File: src/rtl/uart_pkg.sv
// Shared UART definitions: serialiser states, frame-format encodings
// and a data-width mask helper used by the TX path (and later RX).
package uart_pkg;

  typedef enum logic [2:0] {
    ST_IDLE,
    ST_START,
    ST_DATA,
    ST_PARITY,
    ST_STOP
  } uart_state_e;

  // data_bits encodings
  localparam logic [1:0] DB5 = 2'd0;
  localparam logic [1:0] DB6 = 2'd1;
  localparam logic [1:0] DB7 = 2'd2;
  localparam logic [1:0] DB8 = 2'd3;

  // parity_odd encodings
  localparam logic PAR_EVEN = 1'b0;
  localparam logic PAR_ODD  = 1'b1;

  // Mask selecting the bits that go on the wire for a data width.
  function automatic logic [7:0] data_mask(
    input logic [1:0] db
  );
    logic [7:0] m;
    m = 8'hFF;
    unique case (db)
      DB5:     m = 8'h1F;
      DB6:     m = 8'h3F;
      DB7:     m = 8'h7F;
      DB8:     m = 8'hFF;
      default: m = 8'hFF;
    endcase
    return m;
  endfunction

  // Index of the last data bit for a data width (5..8 bits).
  function automatic logic [2:0] last_bit(
    input logic [1:0] db
  );
    return {1'b0, db} + 3'd4;
  endfunction

endpackage

File: src/rtl/sync_fifo.sv
// Synchronous FIFO with first-word fall-through read.
// Ports: push_i/wdata_i, pop_i/rdata_o, full_o, empty_o, level_o.
module sync_fifo #(
  parameter int WIDTH = 8,
  parameter int DEPTH = 16
) (
  input  logic                     clk,
  input  logic                     resetn,
  input  logic                     push_i,
  input  logic [WIDTH-1:0]         wdata_i,
  input  logic                     pop_i,
  output logic [WIDTH-1:0]         rdata_o,
  output logic                     full_o,
  output logic                     empty_o,
  output logic [$clog2(DEPTH):0]   level_o
);

  localparam int AW = $clog2(DEPTH);
  localparam int LW = AW + 1;

  logic [WIDTH-1:0] mem_q [DEPTH];
  logic [AW-1:0]    wptr_q;
  logic [AW-1:0]    rptr_q;
  logic [LW-1:0]    level_q;
  logic [LW-1:0]    level_d;
  logic             full_q;
  logic             empty_q;
  logic             do_push;
  logic             do_pop;

  assign do_push = push_i && !full_q;
  assign do_pop  = pop_i && !empty_q;

  always_comb begin
    level_d = level_q;
    unique case ({do_push, do_pop})
      2'b10:   level_d = level_q + 1'b1;
      2'b01:   level_d = level_q - 1'b1;
      default: level_d = level_q;
    endcase
  end

  // Flags are registered from the next level so they are
  // valid the cycle after any push or pop.
  always_ff @(posedge clk) begin
    if (!resetn) begin
      wptr_q  <= '0;
      rptr_q  <= '0;
      level_q <= '0;
      full_q  <= 1'b0;
      empty_q <= 1'b1;
    end else begin
      if (do_push) begin
        wptr_q <= wptr_q + 1'b1;
      end
      if (do_pop) begin
        rptr_q <= rptr_q + 1'b1;
      end
      level_q <= level_d;
      full_q  <= (level_d == LW'(DEPTH));
      empty_q <= (level_d == '0);
    end
  end

  always_ff @(posedge clk) begin
    if (do_push) begin
      mem_q[wptr_q] <= wdata_i;
    end
  end

  assign rdata_o = mem_q[rptr_q];
  assign full_o  = full_q;
  assign empty_o = empty_q;
  assign level_o = level_q;

endmodule

File: src/rtl/uart_tx_fifo.sv
// UART transmitter fed by a TX FIFO, runtime 5-8 data bits,
// optional parity, 1/2 stop bits, div clk cycles per symbol.
// Ports: valid/tx_data/ready push side; div, data_bits,
// parity_en, parity_odd, stop2 format; tx_out, busy, tx_done,
// level status.
import uart_pkg::*;

module uart_tx_fifo #(
  parameter int FIFO_DEPTH = 16,
  parameter int DIV_W      = 16
) (
  input  logic                         clk,
  input  logic                         resetn,
  input  logic                         valid,
  input  logic [7:0]                   tx_data,
  output logic                         ready,
  input  logic [DIV_W-1:0]             div,
  input  logic [1:0]                   data_bits,
  input  logic                         parity_en,
  input  logic                         parity_odd,
  input  logic                         stop2,
  output logic                         tx_out,
  output logic                         busy,
  output logic                         tx_done,
  output logic [$clog2(FIFO_DEPTH):0]  level
);

  localparam int TW = DIV_W + 1;

  logic [7:0]       fifo_rdata;
  logic             fifo_full;
  logic             fifo_empty;
  logic             load;

  uart_state_e      state_q;
  logic [7:0]       shreg_q;
  logic [2:0]       bit_q;
  logic [2:0]       last_q;
  logic             par_en_q;
  logic             par_q;
  logic             stop2_q;
  logic [DIV_W-1:0] div_q;
  logic [TW-1:0]    tmr_q;
  logic             tx_q;
  logic             done_q;

  logic [DIV_W-1:0] div_eff;
  logic [7:0]       ld_byte;
  logic [TW-1:0]    ld_m1;
  logic [TW-1:0]    sym_m1;
  logic [TW-1:0]    stop_m1;
  logic             tmr_zero;

  sync_fifo #(
    .WIDTH (8),
    .DEPTH (FIFO_DEPTH)
  ) u_fifo (
    .clk     (clk),
    .resetn  (resetn),
    .push_i  (valid),
    .wdata_i (tx_data),
    .pop_i   (load),
    .rdata_o (fifo_rdata),
    .full_o  (fifo_full),
    .empty_o (fifo_empty),
    .level_o (level)
  );

  assign ready = !fifo_full;

  assign div_eff = (div == '0) ? DIV_W'(1) : div;
  assign ld_byte = fifo_rdata & data_mask(data_bits);
  assign ld_m1   = {1'b0, div_eff} - TW'(1);
  assign sym_m1  = {1'b0, div_q} - TW'(1);
  // Two stop bits run as one symbol of twice the length.
  assign stop_m1 = stop2_q ? ({div_q, 1'b0} - TW'(1))
                           : sym_m1;
  assign tmr_zero = (tmr_q == '0);

  // A new frame starts from IDLE or straight out of the
  // final stop cycle, so back-to-back frames have no gap.
  assign load = !fifo_empty &&
                ((state_q == ST_IDLE) ||
                 ((state_q == ST_STOP) && tmr_zero));

  always_ff @(posedge clk) begin
    if (!resetn) begin
      state_q  <= ST_IDLE;
      shreg_q  <= '0;
      bit_q    <= '0;
      last_q   <= '0;
      par_en_q <= 1'b0;
      par_q    <= 1'b0;
      stop2_q  <= 1'b0;
      div_q    <= DIV_W'(1);
      tmr_q    <= '0;
      tx_q     <= 1'b1;
      done_q   <= 1'b0;
    end else begin
      done_q <= 1'b0;
      if (load) begin
        state_q  <= ST_START;
        tx_q     <= 1'b0;
        shreg_q  <= ld_byte;
        bit_q    <= '0;
        last_q   <= last_bit(data_bits);
        par_en_q <= parity_en;
        // Masked byte, so only transmitted bits count.
        par_q    <= (^ld_byte) ^ parity_odd;
        stop2_q  <= stop2;
        div_q    <= div_eff;
        tmr_q    <= ld_m1;
      end else begin
        unique case (state_q)
          ST_IDLE: begin
            tx_q <= 1'b1;
          end
          ST_START: begin
            if (tmr_zero) begin
              state_q <= ST_DATA;
              bit_q   <= '0;
              tx_q    <= shreg_q[0];
              shreg_q <= shreg_q >> 1;
              tmr_q   <= sym_m1;
            end else begin
              tmr_q <= tmr_q - 1'b1;
            end
          end
          ST_DATA: begin
            if (!tmr_zero) begin
              tmr_q <= tmr_q - 1'b1;
            end else if (bit_q != last_q) begin
              bit_q   <= bit_q + 1'b1;
              tx_q    <= shreg_q[0];
              shreg_q <= shreg_q >> 1;
              tmr_q   <= sym_m1;
            end else if (par_en_q) begin
              state_q <= ST_PARITY;
              tx_q    <= par_q;
              tmr_q   <= sym_m1;
            end else begin
              state_q <= ST_STOP;
              tx_q    <= 1'b1;
              tmr_q   <= stop_m1;
              done_q  <= (stop_m1 == '0);
            end
          end
          ST_PARITY: begin
            if (tmr_zero) begin
              state_q <= ST_STOP;
              tx_q    <= 1'b1;
              tmr_q   <= stop_m1;
              done_q  <= (stop_m1 == '0);
            end else begin
              tmr_q <= tmr_q - 1'b1;
            end
          end
          ST_STOP: begin
            if (tmr_zero) begin
              state_q <= ST_IDLE;
              tx_q    <= 1'b1;
            end else begin
              tmr_q  <= tmr_q - 1'b1;
              // High during the final stop cycle.
              done_q <= (tmr_q == TW'(1));
            end
          end
          default: begin
            state_q <= ST_IDLE;
            tx_q    <= 1'b1;
          end
        endcase
      end
    end
  end

  assign tx_out  = tx_q;
  assign tx_done = done_q;
  assign busy    = (state_q != ST_IDLE) || !fifo_empty;

endmodule
File: config.mk
export PLATFORM = sky130hd
export DESIGN_NAME = uart_tx_fifo
export DESIGN_NICKNAME = d
export VERILOG_FILES = /design/src/rtl/uart_pkg.sv /design/src/rtl/sync_fifo.sv /design/src/rtl/uart_tx_fifo.sv
export SDC_FILE = /design/constraint.sdc
export NUM_CORES = 1
export LEC_CHECK = 0
export ABC_AREA = 1
export CAP_MARGIN = 30
export CORE_UTILIZATION = 45
export CTS_CLUSTER_DIAMETER = 100
export CTS_CLUSTER_SIZE = 40
export DETAILED_ROUTE_END_ITERATION = 6
export MAX_ROUTING_LAYER = met4
export PLACE_DENSITY = 0.71
export SETUP_SLACK_MARGIN = 0.5
export SYNTH_ARGS = -nofsm -noshare
export SYNTH_HDL_FRONTEND = slang
export SYNTH_SLANG_ARGS = --single-unit
File: constraint.sdc
create_clock -name clk -period 3.45 [get_ports clk]
set_input_delay 0.69 -clock clk [delete_from_list [all_inputs] [get_ports clk]]
set_output_delay 0.69 -clock clk [all_outputs]
set_load 0.05 [all_outputs]
# Word-level counts from Yosys, hierarchy flattened
# Memories as Yosys holds them, arrays and structs flattened. A register that Yosys moved wholly into a read port is not among the register bits.
# Cells that the tools add are included.
# op_classes
n_addsub,10
n_eq_ne,27
muxes,45
n_bitwise,4
reduce_logical,27
# op_table
cell,n
$mux 17,8
$pmux 17 s4,1
$logic_not 17->1,2
$sub 16x1->17 const B,2
$sub 17x1->17 const B,2
$mux 8,4
$pmux 8 s4,1
$mux 3,8
$ne 3x2->1 const B,7
$eq 17x1->1 const B,1
$logic_not 16->1,1
$mux 16,1
$pmux 8 s2,1
$pmux 3 s5,1
$mux 1,14
$ne 2x2->1 const B,6
$reduce_and 6->1,2
$pmux 5 s2,1
$add 4x1->4 const B,2
$and 8x8->8,1
$mux 4,2
$reduce_and 4->1,2
$reduce_xor 8->1,1
$eq 2x2->1 const B,3
other kinds (28),39
# totals
reg_bits,70
ramBits,128
in_bits,32
out_inout_bits,9
word_cells,131
n_memories,1
# memory_table
name,depth,width,read_ports,rd_ports_with_merged_regs,write_ports,line,rtl
u_fifo.mem_q,16,8,1,1,1,sync_fifo.sv:21,logic [WIDTH-1:0] mem_q [DEPTH];

# Depth between registers and ports, before layout
# logic_depth
ltp_word,8
ltp_mapped,20
depth_no_buf,18

# Hierarchy
# A second synthesis with hierarchy kept.
# unflattened
hier_cells,1237
hier_area_um2,10646.5
# modules_own_cells
mod,n_inst,cells_each,area_per_inst_um2,seq_area_each_um2
sync_fifo,1,492,6158.4,4224.1
uart_tx_fifo,1,745,4488.1,1101.1

# Worst setup path before layout
# Ideal clock, no wire load.
# synth_timing
path_type,reg2reg
startpoint,reg tmr_q[0]
endpoint,reg u_fifo.full_q (netlist: u_fifo.full_o)
setup_ps,64
arrival_time_ps,3021
required_ps,3386
setup_slack_ps,365
stages_incl_launch_ff,21
path_buffers,2
synth_period_minus_slack_ps,3085
cell_sequence,dfxtp_1 -> inv_1 -> ha_1 -> inv_1 -> nor3_1 -> nand3_2 -> a21oi_2 -> inv_2 -> nor2_8 -> buf_6 -> buf_2 -> ha_1 -> ha_1 -> a21o_1 -> a21oi_1 -> inv_1 -> a21oi_1 -> o21ai_0 -> xnor2_1 -> nand2_1 -> nor2_1
# synth_via
elab_chain_cells,8
word_cells_on_any_way,9
classes_between,3 x eq/ne; 1 x mux; 5 x reduce/logical
# synth_rtl
element,line,rtl
from (decl),uart_tx_fifo.sv:43,logic [TW-1:0] tmr_q;
from (signal assigned),uart_tx_fifo.sv:112,tmr_q <= ld_m1;
from (signal assigned),uart_tx_fifo.sv:124,tmr_q <= sym_m1;
from (signal assigned),uart_tx_fifo.sv:126,tmr_q <= tmr_q - 1'b1;
$logic_not 17->1 (*),uart_tx_fifo.sv:78,assign tmr_zero = (tmr_q == '0);
$logic_and 1x1->1 (*),uart_tx_fifo.sv:84,((state_q == ST_STOP) && tmr_zero));
$logic_or 1x1->1 (*),uart_tx_fifo.sv:83,((state_q == ST_IDLE) ||
$logic_and 1x1->1 (*),uart_tx_fifo.sv:82,assign load = !fifo_empty &&
$logic_and 1x1->1 (*),sync_fifo.sv:32,assign do_pop = pop_i && !empty_q;
$eq 2x1->1 or $eq 2x2->1 (tied branches),sync_fifo.sv:36,"unique case ({do_push, do_pop})"
$pmux 5 s2 (*),sync_fifo.sv:36,
$eq 5x5->1 (*),sync_fifo.sv:60,full_q <= (level_d == LW'(DEPTH));
to (signal assigned),sync_fifo.sv:60,
to (decl),sync_fifo.sv:26,logic full_q;
# Mark *: on every way between the ends. The rest lies on a longest branch, timed or not.
# A chain may end at the register's enable or synchronous reset.

# Worst setup path in the final report
# layout_timing
startpoint,reg state_q[0]
endpoint,out busy
# layout_via
elab_chain_cells,2
# layout_rtl
element,line,rtl
from (decl),uart_tx_fifo.sv:35,uart_state_e state_q;
from (signal assigned),uart_tx_fifo.sv:88,state_q <= ST_IDLE;
from (signal assigned),uart_tx_fifo.sv:102,state_q <= ST_START;
from (signal assigned),uart_tx_fifo.sv:120,state_q <= ST_DATA;
$reduce_bool 3->1,uart_tx_fifo.sv:179,assign busy = (state_q != ST_IDLE) || !fifo_empty;
$logic_or 1x1->1,uart_tx_fifo.sv:179,
to (decl),uart_tx_fifo.sv:23,"output logic busy,"
# Every way passes these cells.

==> flow_metrics.tcl <==
set metrics [dict create \
    r2r-end "u_fifo.full_o$_SDFF_PN0_" \
    netlist_top_cells_area "edfxtp_1 (37%), dfxtp_1 (14%), nand2_1 (12%)" \
    crit_type "reg -> out" \
    fillers 2161 \
    pwr_density_cell_nw_per_um2 864.1 \
    ys_seq_elements 202 \
    syn-instance-count 1306 \
    period_minus_slack_ps 2801 \
    clock-sinks 202 \
    tns_ps 0 \
    status "finished clean" \
    async_reset_ff_share_pct 0 \
    area_delta_synth_final_pct 11.35 \
    dr.pass1.iters 5 \
    pre_cts_slack_ps 421.6 \
    synth_most_common_cell "nand2_1" \
    synth.top_cell.area_share_pct 36.58 \
    skew_ps 46.40 \
    detail-route-antenna-nets 0 \
    die-width_um 154.8 \
    synth_area_per_cell_um2 8.046 \
    clock_latency_ps 490 \
    drt_iter0_markers 702 \
    cts_buffers 10 \
    drc 0 \
    regToRegSetupSlack_ps 710 \
    synthesis.area_um2 10510 \
    wl_mm 26.67 \
    hold_path.class "reg -> reg" \
    max-cap-violations 0 \
    finalHoldViolations 0 \
    crit_arrival_ps 2110 \
    slew_headroom_pct 47.69 \
    routedWlPerCell_um 16.08 \
    die_area_um2 23960 \
    reg2reg_from "tmr_q[0]$_SDFFE_PN0P_" \
    grt_first_pass_wirelength_mm 41.77 \
    coreArea_um2 22780 \
    yosysWarnings 0 \
    rows 55 \
    ctsLongestPathBuffers 3 \
    hpwl_mm 18.23 \
    reg2regPathDepth 18 \
    final_nets 1390 \
    fin_ws_ps 649.4 \
    fmax_mhz 357.1 \
    dieHeight_um 154.8 \
    viasPerCell 5.298 \
    drive_gt1_share_pct 6.464 \
    vias 8790 \
    ys_types 46 \
    crit_path_start "state_q[0]$_SDFFE_PN0P_" \
    cp_max_fo 4 \
    setup.worst_path.end "busy" \
    end_kind "output pin" \
    ys_seq_area_share_pct 50.68 \
    antenna_found_initial 0 \
    ioPinCount 41 \
    antenna_cells 0 \
    rsz0062_at_grt "no" \
    required_ps 2760 \
    grt_pass1_vias 8087 \
    worstMarginPinSlew_ps 781.8 \
    cts-root-buf "clkbuf_16" \
    synth_common_cells "nand2_1 (334), nor2_1 (151), inv_1 (135)" \
    grt_usage_pct 22.84 \
    setup_violations 0 \
    grt_max_degree 74 \
    yosysTopAreaCell "edfxtp_1" \
    synth_flop_cell "edfxtp_1" \
    cts_tree "built" \
    synth-edff-count 128 \
    slew_violations 0 \
    cp-start-kind "flop" \
    overflow 0 \
    vdd_drop_max_mv 0.3351 \
    htree_levels 1 \
    finalWeightedCongestion 0.9440 \
    syn-num-nets 1354 \
    clk_pin_slew_ps 130 \
    start_util_pct 46.13 \
    port_buffers 40 \
    p_leak_nw 4.755 \
    fin_crit_sh_pct 81.18 \
]
[through the flow]
step           hold WS, ps  area (um^2)  total power, mW  std cells  utilization, %
2_1_floorplan        425.5        10520            7.319       1306               -
3_3_place_gp         451.7        11270            8.485       1639           49.46
3_5_place_dp         453.4        11270            8.557       1639           49.46
4_1_cts              433.0        11630            10.03       1655           51.05
5_1_grt              464.5        11700            10.90       1659           51.37
6_report             442.9        11700            10.11       1659           51.37
[cells in the final DEF (no fill, tap or decap), drive strengths merged, types with 2 or more instances in the layout]
master	instances
edfxtp	128
ha	15
xor2	22
o211ai	15
buf	32
nand4	7
o21ai	114
inv	145
nand3b	2
nor3	12
a21oi	76
a21o	3
clkdlybuf4s50	39
or2	3
clkbuf	11
clkinv	6
a31oi	8
nor2	159
o22ai	3
xnor2	9
a211oi	3
nand3	115
o2111ai	2
dfxtp	74
nand2	335
[flip-flops by register name (all words and copies together) (netlist names), named ones only]
signal / count
state_q: 3
tx_done: 1
u_fifo.mem_q: 128
u_fifo.rptr_q: 4
u_fifo.wptr_q: 4
par_en_q: 1
u_fifo.empty_o: 1
shreg_q: 8
stop2_q: 1
u_fifo.full_o: 1
tmr_q: 17
tx_out: 1
div_q: 16
par_q: 1
u_fifo.level_o: 5
last_q: 3
bit_q: 3
[logic make-up after synthesis]
logic type / Yosys count / share of synthesized area, %
compound gates: 229 / 11.91
xor+xnor: 31 / 2.584
fa+ha+maj: 16 / 1.977
buf+inv: 193 / 7.585
flops: 202 / 50.68
mux: 1 / 0.09526
simple gates: 634 / 25.17
[worst min-delay path by stage]
stage | startpoint | end | cells past startpoint
4_1_cts | u_fifo.rptr_q[2]$_SDFFE_PN0N_ | flop | 1
3_3_place_gp | shreg_q[7]$_SDFFE_PN0P_ | shreg_q[7]$_SDFFE_PN0P_ | 2
2_1_floorplan | shreg_q[0]$_SDFFE_PN0P_ | shreg_q[0]$_SDFFE_PN0P_ | 2
5_1_grt | u_fifo.rptr_q[2]$_SDFFE_PN0N_ | flop | 1
6_report | u_fifo.rptr_q[2]$_SDFFE_PN0N_ | flop | 1
3_5_place_dp | shreg_q[0]$_SDFFE_PN0P_ | shreg_q[0]$_SDFFE_PN0P_ | 2
[per-layer routing]
metal	part of all wire, %	GRT usage, %	wire length [um]
met1	43	29.00	11510
met2	49	38.48	13050
met3	5.1	2.185	1364
met4	2.8	7.308	741
met5	0	-	0
[critical path: stages, from the launching register on]
cell and delay, ps:
dfxtp_1 450, nor2_1 90, inv_1 120, nor2_1 80, nand2_1 80, clkdlybuf4s50_1 800
[power by group]
| part | switching (mW) | internal (mW) |
|---|---|---|
| clock | 0.826 | 0.631 |
| sequential | 0.287 | 2.91 |
| combinational | 3.71 | 1.74 |
[final cells by class]
class / instances / area (um^2) / area share (%)
clock buffers: 11 / 275.3 / 2.353
clock inverters: 5 / 86.33 / 0.7379
inverters: 146 / 551.8 / 4.716
multi-input cells: 911 / 4438 / 37.93
flip-flops and latches: 202 / 5329 / 45.55
well taps: 313 / 391.6 / 3.347
repair buffers: 71 / 628.1 / 5.368
[what timing repair did]
action                                 CTS  global route
setup endpoints to repair                0             7
buffers inserted                         0             4
gates resized for setup                  0            12
hold buffers                             0             0
endpoints found under the hold margin    0             0
Note: power is estimated with default switching activity, not from simulation.
